**config.mk**
```make
export PLATFORM = sky130hd
export DESIGN_NAME = mem_stage
export DESIGN_NICKNAME = d
export VERILOG_FILES = /design/src/rtl/mem_stage.sv
export SDC_FILE = /design/constraint.sdc
export NUM_CORES = 1
export LEC_CHECK = 0
export CAP_MARGIN = 20
export CORE_AREA = 2 2 163 165
export CTS_CLUSTER_DIAMETER = 30
export DETAILED_ROUTE_END_ITERATION = 16
export DIE_AREA = 0 0 165 167
export HOLD_SLACK_MARGIN = 0.05
export PLACE_DENSITY = 0.4
export SYNTH_ARGS = -nofsm -noshare
export SYNTH_HDL_FRONTEND = slang
export SYNTH_SLANG_ARGS = --single-unit
export TNS_END_PERCENT = 20
```
**constraint.sdc**
```tcl
create_clock -name clk -period 3 [get_ports clk]
set_clock_uncertainty 0.2 [all_clocks]
set_input_delay 0.45 -clock clk [delete_from_list [all_inputs] [get_ports clk]]
set_output_delay 0.45 -clock clk [all_outputs]
set_load 0.005 [all_outputs]
```
**src/rtl/mem_stage.sv**
```systemverilog
// mem_stage: MIPS memory-access stage issuing data-RAM loads/stores and formatting load data
module mem_stage #(
    parameter int LOAD_LAT = 1,
    parameter int CNT_W    = 2
) (
    input  logic         clk,
    input  logic         resetn,
    input  logic         MEM_valid,
    input  logic [153:0] EXE_MEM_bus_r,
    output logic         MEM_over,
    output logic [117:0] MEM_WB_bus,
    output logic [31:0]  dm_addr,
    output logic [3:0]   dm_wen,
    output logic [31:0]  dm_wdata,
    input  logic [31:0]  dm_rdata,
    output logic [4:0]   MEM_wdest,
    output logic [31:0]  MEM_pc
);
    localparam logic [0:0] IDLE = 1'b0;
    localparam logic [0:0] WAIT = 1'b1;

    logic [0:0]       state;
    logic [CNT_W-1:0] cnt;

    logic [3:0]  mem_control;
    logic [31:0] store_data, exe_result, lo_result, pc;
    logic [15:0] misc;
    logic        rf_wen;
    logic [4:0]  rf_wdest;
    logic        load, store, ls_word, lb_sign;
    logic [1:0]  byte_sel;
    logic [31:0] shifted;
    logic [7:0]  b;
    logic [31:0] load_data, mem_result;

    assign mem_control = EXE_MEM_bus_r[153:150];
    assign store_data  = EXE_MEM_bus_r[149:118];
    assign exe_result  = EXE_MEM_bus_r[117:86];
    assign lo_result   = EXE_MEM_bus_r[85:54];
    assign misc        = EXE_MEM_bus_r[53:38];
    assign rf_wen      = EXE_MEM_bus_r[37];
    assign rf_wdest    = EXE_MEM_bus_r[36:32];
    assign pc          = EXE_MEM_bus_r[31:0];

    // a combined load+store encoding is treated as a pure load
    assign load     = mem_control[3];
    assign store    = mem_control[2] & ~mem_control[3];
    assign ls_word  = mem_control[1];
    assign lb_sign  = mem_control[0];
    assign byte_sel = exe_result[1:0];

    // load data formatting and stage outputs
    always_comb begin
        shifted    = dm_rdata >> {byte_sel, 3'b000};
        b          = shifted[7:0];
        load_data  = ls_word ? dm_rdata : {{24{lb_sign & b[7]}}, b};
        mem_result = load ? load_data : exe_result;
        MEM_over   = resetn & MEM_valid & ((state == IDLE) ? ~load : (cnt == '0));
        dm_wen     = (resetn & MEM_valid & (state == IDLE) & store)
                     ? (ls_word ? 4'b1111 : 4'b0001 << byte_sel) : 4'b0000;
        dm_addr    = MEM_valid ? {exe_result[31:2], 2'b00} : 32'h0;
        dm_wdata   = MEM_valid ? (ls_word ? store_data : {4{store_data[7:0]}}) : 32'h0;
        MEM_wdest  = (MEM_valid & rf_wen) ? rf_wdest : 5'd0;
        MEM_pc     = pc;
        MEM_WB_bus = {rf_wen, rf_wdest, mem_result, lo_result, misc, pc};
    end

    // load-latency FSM; a flush or reset during WAIT discards the pending load
    always_ff @(posedge clk) begin
        if (!resetn) begin
            state <= IDLE;
            cnt   <= '0;
        end else if (state == IDLE) begin
            if (MEM_valid & load) begin
                state <= WAIT;
                cnt   <= CNT_W'(LOAD_LAT - 1);
            end
        end else if (!MEM_valid || cnt == '0) begin
            state <= IDLE;
        end else begin
            cnt <= cnt - 1'b1;
        end
    end
endmodule

```
==> results of run 1 <==
[how the worst max path moves through the flow]
stage                     cells after the start  slack, ns         endpoint               from
after floorplan                               5       0.93  MEM_WB_bus[100]  EXE_MEM_bus_r[86]
after global placement                        8      -0.18   MEM_WB_bus[80]  EXE_MEM_bus_r[86]
after detailed placement                      8      -0.19   MEM_WB_bus[80]  EXE_MEM_bus_r[86]
after CTS                                     7      0.005   MEM_WB_bus[81]  EXE_MEM_bus_r[87]
after global routing                          6      0.008  MEM_WB_bus[109]  EXE_MEM_bus_r[87]
final                                         6        0.1  MEM_WB_bus[103]  EXE_MEM_bus_r[87]
[synthesized netlist by cell type (all sizes together)]
cell type    n  area [um2]
a211o        2        17.5
a21boi      26         195
a21oi        6        30.0
a22oi        5        37.5
a31oi       26         163
and2        40         250
and3         5        31.3
buf        127         953
clkbuf      21        78.8
conb         1        3.75
dfxtp        3        60.1
ha           1        12.5
inv          8        30.0
mux2         5        56.3
mux2i        3        30.0
mux4         1        22.5
nand2       53         199
nand2b       9        56.3
nand3        5        25.0
nand3b       1        20.0
nand4        1        6.26
nor2        33         124
nor2b        3        18.8
nor3b        2        15.0
o21ai        3        15.0
o21bai       1        7.51
o221ai       5        43.8
[power by group]
part           switching [mW]  leakage, nW  internal (mW)  total [mW]
registers            0.000755       0.0243         0.0409      0.0416
logic                   0.223         1.59          0.375       0.599
clock network          0.0344       0.0382          0.175       0.210
total                   0.258         1.65          0.591       0.850
[layer usage]
metal | vias to the layer above | share of wire (%) | routed length (um)
li1 | 1377 | - | -
met1 | 1185 | 42 | 5810
met2 | 160 | 46 | 6350
met3 | 38 | 9.2 | 1270
met4 | 0 | 2.7 | 370
met5 | - | 0 | 0
[final cells by class]
| type | count | area, um2 | area share, % |
|---|---|---|---|
| clock buffer | 4 | 78.8 | 1.78 |
| timing repair buffer | 240 | 2400 | 54.3 |
| multi-input combinational | 238 | 1440 | 32.5 |
| tap | 335 | 419 | 9.47 |
| sequential | 3 | 60.1 | 1.36 |
| inverter | 8 | 30.0 | 0.678 |
[cell families (layout without fill, tap and decap cells)]
| logic type | after synthesis | after routing | share of synthesized area, % |
|---|---|---|---|
| compound gates | 74 | 74 | 20.4 |
| simple gates | 152 | 152 | 29.8 |
| flops | 3 | 3 | 2.40 |
| buf+inv | 156 | 252 | 42.5 |
| mux | 9 | 9 | 4.35 |
| fa+ha+maj | 1 | 1 | 0.500 |
| other cells | 1 | 2 | 0.150 |
[timing repair]
item / CTS / global route
buffers inserted: 1 / 0
gates cloned: 0 / 0
setup endpoints to repair: 33 / 16
pin swaps: 0 / 0
gates resized for setup: 8 / 9
[state kept, by name (all words and copies together) (netlist names)]
signal and cells:
state 1, cnt 2
[worst register-to-register path, stage by stage (launching register included)]
cell	delay, ns
dfxtp_1	0.35
inv_1	0.06
ha_1	0.24
and2_1	0.17
o21ai_0	0.15
a21boi_0	0.10
[per-stage QoR]
step | total power [mW] | util [%] | cell area (um2) | std cells | hold slack, ns
floorplan | 0.347 | - | 2510 | 397 | 0.252
global placement | 0.650 | 16.6 | 4280 | 823 | 0.266
detailed placement | 0.646 | 16.6 | 4280 | 823 | 0.281
CTS | 0.867 | 17.0 | 4390 | 828 | 0.285
global route | 0.917 | 17.2 | 4430 | 828 | 0.324
finish | 0.850 | 17.2 | 4430 | 828 | 0.277
==> impl_metrics.yaml, run 1 <==
routing:
  avgRoutedWirePerCell_um: 16.7
  dr.pass1.iters: 4
  drt_wl_total_um: 13800
  via_per_inst: 3.33
  drt_iter0_drc: 55
  ant_nets: 0
  route.detailed.drc: 0
  vias: 2760
global_routing:
  grtUsageMet2_pct: 15.7
  busiest_layer: "met2"
  grt_use_met1_pct: 12.2
  grt_max_degree: 38
  grt_use_met3_pct: 2.81
  grt_overflow: 0
  grt_pass1_vias: 2870
  antenna_found_initial: 0
  track_usage_pct: 9.61
  grt_pass1_wl_um: 19800
synth:
  syn_avg_cell_area_um2: 6.32
  ys_warn_count: 0
  yosysSeqAreaShare_pct: 2.40
  ys_types: 29
  netlist_area_um2: 2500
  syn-instance-count: 396
  synth_seq_cells: 3
worst_setup_path:
  critPathCaptureType: "output pin"
  crit_buf_inv: 3
  path_class: "primary input to output pin"
  cp.required_ns: 2.35
  rrSetupSlack_ns: 1.62
  start_kind: "primary input"
  reg2regPathDepth: 5
  crit_family: "buffers and inverters"
  max_stage_delay_ns: 0.55
  critical_path_arrival_ns: 2.25
  r2r-end: "cnt[0]"
  reg2reg_from: "cnt[0]"
  crit_chain: "clkdlybuf4s50_1 > mux4_2 > nand3b_4 > buf_12 > a31oi_1 > clkdlybuf4s50_1"
  cp_max_fo: 13
  path_common_cell: "clkdlybuf4s50_1"
  cp_slowest_cell: "clkdlybuf4s50_1"
min_path:
  whs_path_depth: 2
  hp-class: "flip-flop to flip-flop"
  min_to: "cnt[1]"
  hold_start: "cnt[1]"
sta:
  finalCritPeriodShare_pct: 96.7
  finalHoldViolCount: 0
  fin_tns_setup_ns: 0
  rsz0062_at_grt: "false"
  final.setup.worst_slack_ns: 0.0980
  setup_viol: 0
  max_freq_ghz: 0.345
  period_needed_ns: 2.90
  slew_violations: 0
floorplan:
  initial_utilization_pct: 9.71
  die_h_um: 167
  dieArea_um2: 27600
  rows: 59
  ioPinCount: 413
  coreArea_um2: 25800
  die_width_um: 165
clock_network:
  clock-root-buffer: "clkbuf_16"
  postCtsHoldBufs: 0
  numClockSinks: 3
  cts_buffers: 3
  clock_latency_ns: 0.22
  cts_buffer_depth: 2
  clk_pin_slew_ns: 0.03
  cts_tree: "yes"
  htreeDepth: 1
power_and_ir_drop:
  ir_drop_mv: 0.319
  p_leak_nw: 1.65
  power.density_nw_per_um2: 192
run_status:
  status: "completed"
placement:
  portBuffers: 218
  gp_congestion: 0.699
  place_ws_ns: -0.188
  place_hpwl_um: 12000
cells_and_area:
  final_nets: 684
  layout_commonest_cell: "clkdlybuf4s50_1"
  nFillCells: 2922
  final_cell_mix: "209 x clkdlybuf4s50_1, 53 x nand2_1, 40 x and2_1"
  drive_gt1_share_pct: 9.13
  antenna_cells: 0
  syn2layout_area_growth_pct: 77.0
job:
  maxCapViolations: 0
No activity file was read; power rests on OpenSTA's default activity.
==> run 2, diff against run 1 <==
--- a/config.mk
+++ b/config.mk
@@ -10,8 +10,9 @@
 export CTS_CLUSTER_DIAMETER = 30
 export DETAILED_ROUTE_END_ITERATION = 16
 export DIE_AREA = 0 0 165 167
+export GPL_ROUTABILITY_DRIVEN = 0
 export HOLD_SLACK_MARGIN = 0.05
-export PLACE_DENSITY = 0.4
+export PLACE_DENSITY = 0.54
 export SYNTH_ARGS = -nofsm -noshare
 export SYNTH_HDL_FRONTEND = slang
 export SYNTH_SLANG_ARGS = --single-unit
==> run 2 against run 1 <==
- the flow now finishes with violations (negative setup slack)
- core utilization increased by 0.078 points
- fmax is 4.3% lower
- worst hold slack gained 0.019 ns
- non-clock buffer count grew 2
- total power down 0.94%
- sequential power hardly changed
- global-route usage is 0.83 points lower
- clock power rose by 2%
- critical path type unchanged
==> impl_metrics.yaml, run 2 (synthesis results as in run 1) <==
job:
  maxCapViolations: 0
sta:
  final.setup.worst_slack_ns: -0.0318
  rsz0062_at_grt: "true"
  finalHoldViolCount: 0
  period_needed_ns: 3.03
  setup_viol: 3
  finalCritPeriodShare_pct: 101
  worst_pin_slew_ns: 0.543
  max_freq_ghz: 0.330
  slew_violations: 0
  slew_headroom_pct: 63.8
  fin_tns_setup_ns: -0.0775
routing:
  avgRoutedWirePerCell_um: 15.6
  wl_met2_um: 6150
  drt_iter0_drc: 176
  via_per_inst: 3.45
  met1_length_um: 5510
  route.detailed.drc: 0
  drt_wl_total_um: 13000
  ant_nets: 0
  top_layer_used: "met4"
  vias: 2867
  dr.pass1.iters: 4
  wl_met3_um: 954
clock_network:
  htreeDepth: 1
  cts_buffer_depth: 2
  clock_latency_ns: 0.23
  postCtsHoldBufs: 0
  cts_buffers: 3
  clk_pin_slew_ns: 0.03
  numClockSinks: 3
  cts_tree: "yes"
  clock-root-buffer: "clkbuf_16"
  cts_setup_buffers: 0
cells_and_area:
  largest_reg_flops: 2
  antenna_cells: 0
  reg_top3: "cnt: 2 flops, state: 1 flops"
  regMostFlops: "cnt"
  final_cell_mix: "186 x clkdlybuf4s50_1, 53 x nand2_1, 40 x and2_1"
  drive_gt1_share_pct: 7.68
  final_util_pct: 17.3
  syn2layout_area_growth_pct: 77.8
  nFillCells: 2897
  final_nets: 686
  layout_commonest_cell: "clkdlybuf4s50_1"
worst_setup_path:
  r2r-end: "cnt[1]"
  cp.required_ns: 2.35
  cp_max_fo: 8
  reg2reg_from: "cnt[0]"
  rrSetupSlack_ns: 1.57
  critical_path_arrival_ns: 2.38
  path_class: "primary input to output pin"
  start_kind: "primary input"
  reg2regPathDepth: 5
  critPathCaptureType: "output pin"
placement:
  portBuffers: 218
  place_ws_ns: -0.151
  place_hpwl_um: 11100
global_routing:
  antenna_found_initial: 0
  grt_pass1_vias: 2808
  track_usage_pct: 8.77
  grt_max_degree: 61
  grt_pass1_wl_um: 18000
  grt_overflow: 0
floorplan:
  ioPinCount: 413
  dieArea_um2: 27600
  die_width_um: 165
  coreArea_um2: 25800
  die_h_um: 167
  initial_utilization_pct: 9.71
  rows: 59
power_and_ir_drop:
  power.density_nw_per_um2: 189
  ir_drop_mv: 0.344
  p_leak_nw: 1.83
run_status:
  violations: "negative setup slack"
  status: "complete, but fails checks"
min_path:
  hold_start: "cnt[1]"
  min_to: "cnt[1]"
  hp-class: "flip-flop to flip-flop"
  whs_path_depth: 2
==> run 2: cell types whose count changed in the layout (fill, tap and decap cells not counted), moves of 2 or more <==
cell / previous run / this run
a22oi_1: 0 / 4
a22oi_2: 5 / 1
a31oi_1: 24 / 26
a31oi_2: 2 / 0
clkdlybuf4s15_1: 0 / 2
clkdlybuf4s50_1: 209 / 186
dlygate4sd2_1: 3 / 6
dlymetal6s2s_1: 3 / 21
o221ai_1: 3 / 5
o221ai_2: 2 / 0
==> run 2: final cells by class <==
type	instances	area (um2)	area share (%)
repair buffers	242	2470	55.6
multi-input cells	238	1390	31.2
well taps	335	419	9.42
clock buffers	4	78.8	1.77
flip-flops and latches	3	60.1	1.35
inverters	8	30.0	0.675
==> run 2: worst max-delay path, stage by stage <==
cell and delay [ns]:
clkdlybuf4s50_1 0.50, buf_4 0.20, mux2_2 0.35, a22oi_1 0.16, buf_4 0.16, o221ai_1 0.09
clkdlybuf4s50_1 0.47
==> run 2: timing repair <==
item                                    4_1_cts  5_1_grt
endpoints found under the setup margin       31       30
pin swaps                                     1        1
resized for setup                             9       24
==> run 2: routing by layer <==
layer  vias to the layer above  global-route usage (%)
li1                       1385                       -
met1                      1296                    11.2
met2                       149                    14.9
met3                        37                    1.67
met4                         0                    2.57
met5                         -                       0
==> run 2: worst max path at each step <==
stage	cells after the start	slack, ns	to	startpoint
6_report	7	-0.03	MEM_WB_bus[85]	EXE_MEM_bus_r[86]
5_1_grt	8	-0.20	MEM_WB_bus[83]	EXE_MEM_bus_r[86]
4_1_cts	7	-0.13	MEM_WB_bus[102]	EXE_MEM_bus_r[86]
3_5_place_dp	7	-0.15	MEM_WB_bus[111]	EXE_MEM_bus_r[86]
3_3_place_gp	7	-0.13	MEM_WB_bus[111]	EXE_MEM_bus_r[86]
2_1_floorplan	5	0.93	MEM_WB_bus[100]	EXE_MEM_bus_r[86]
==> run 2: report_power, final <==
group          internal [mW]  switching, mW
combinational          0.364          0.220
clock                  0.176         0.0398
sequential            0.0408       0.000693
total                  0.581          0.261
==> run 2: through the flow <==
step,std cells,hold WS (ns),instance area [um2],power (mW)
final,830,0.296,4450,0.842
after global routing,830,0.326,4450,0.904
after CTS,830,0.295,4390,0.867
after detailed placement,826,0.292,4320,0.649
after global placement,826,0.273,4320,0.651
after floorplan,397,0.252,2510,0.347
==> run 3, diff against run 2 <==
--- a/config.mk
+++ b/config.mk
@@ -7,7 +7,7 @@
 export LEC_CHECK = 0
 export CAP_MARGIN = 20
 export CORE_AREA = 2 2 163 165
-export CTS_CLUSTER_DIAMETER = 30
+export CTS_CLUSTER_DIAMETER = 100
 export DETAILED_ROUTE_END_ITERATION = 16
 export DIE_AREA = 0 0 165 167
 export GPL_ROUTABILITY_DRIVEN = 0
==> results of run 3 <==
The final DEF is identical to that of run 2; final timing and power are the same.
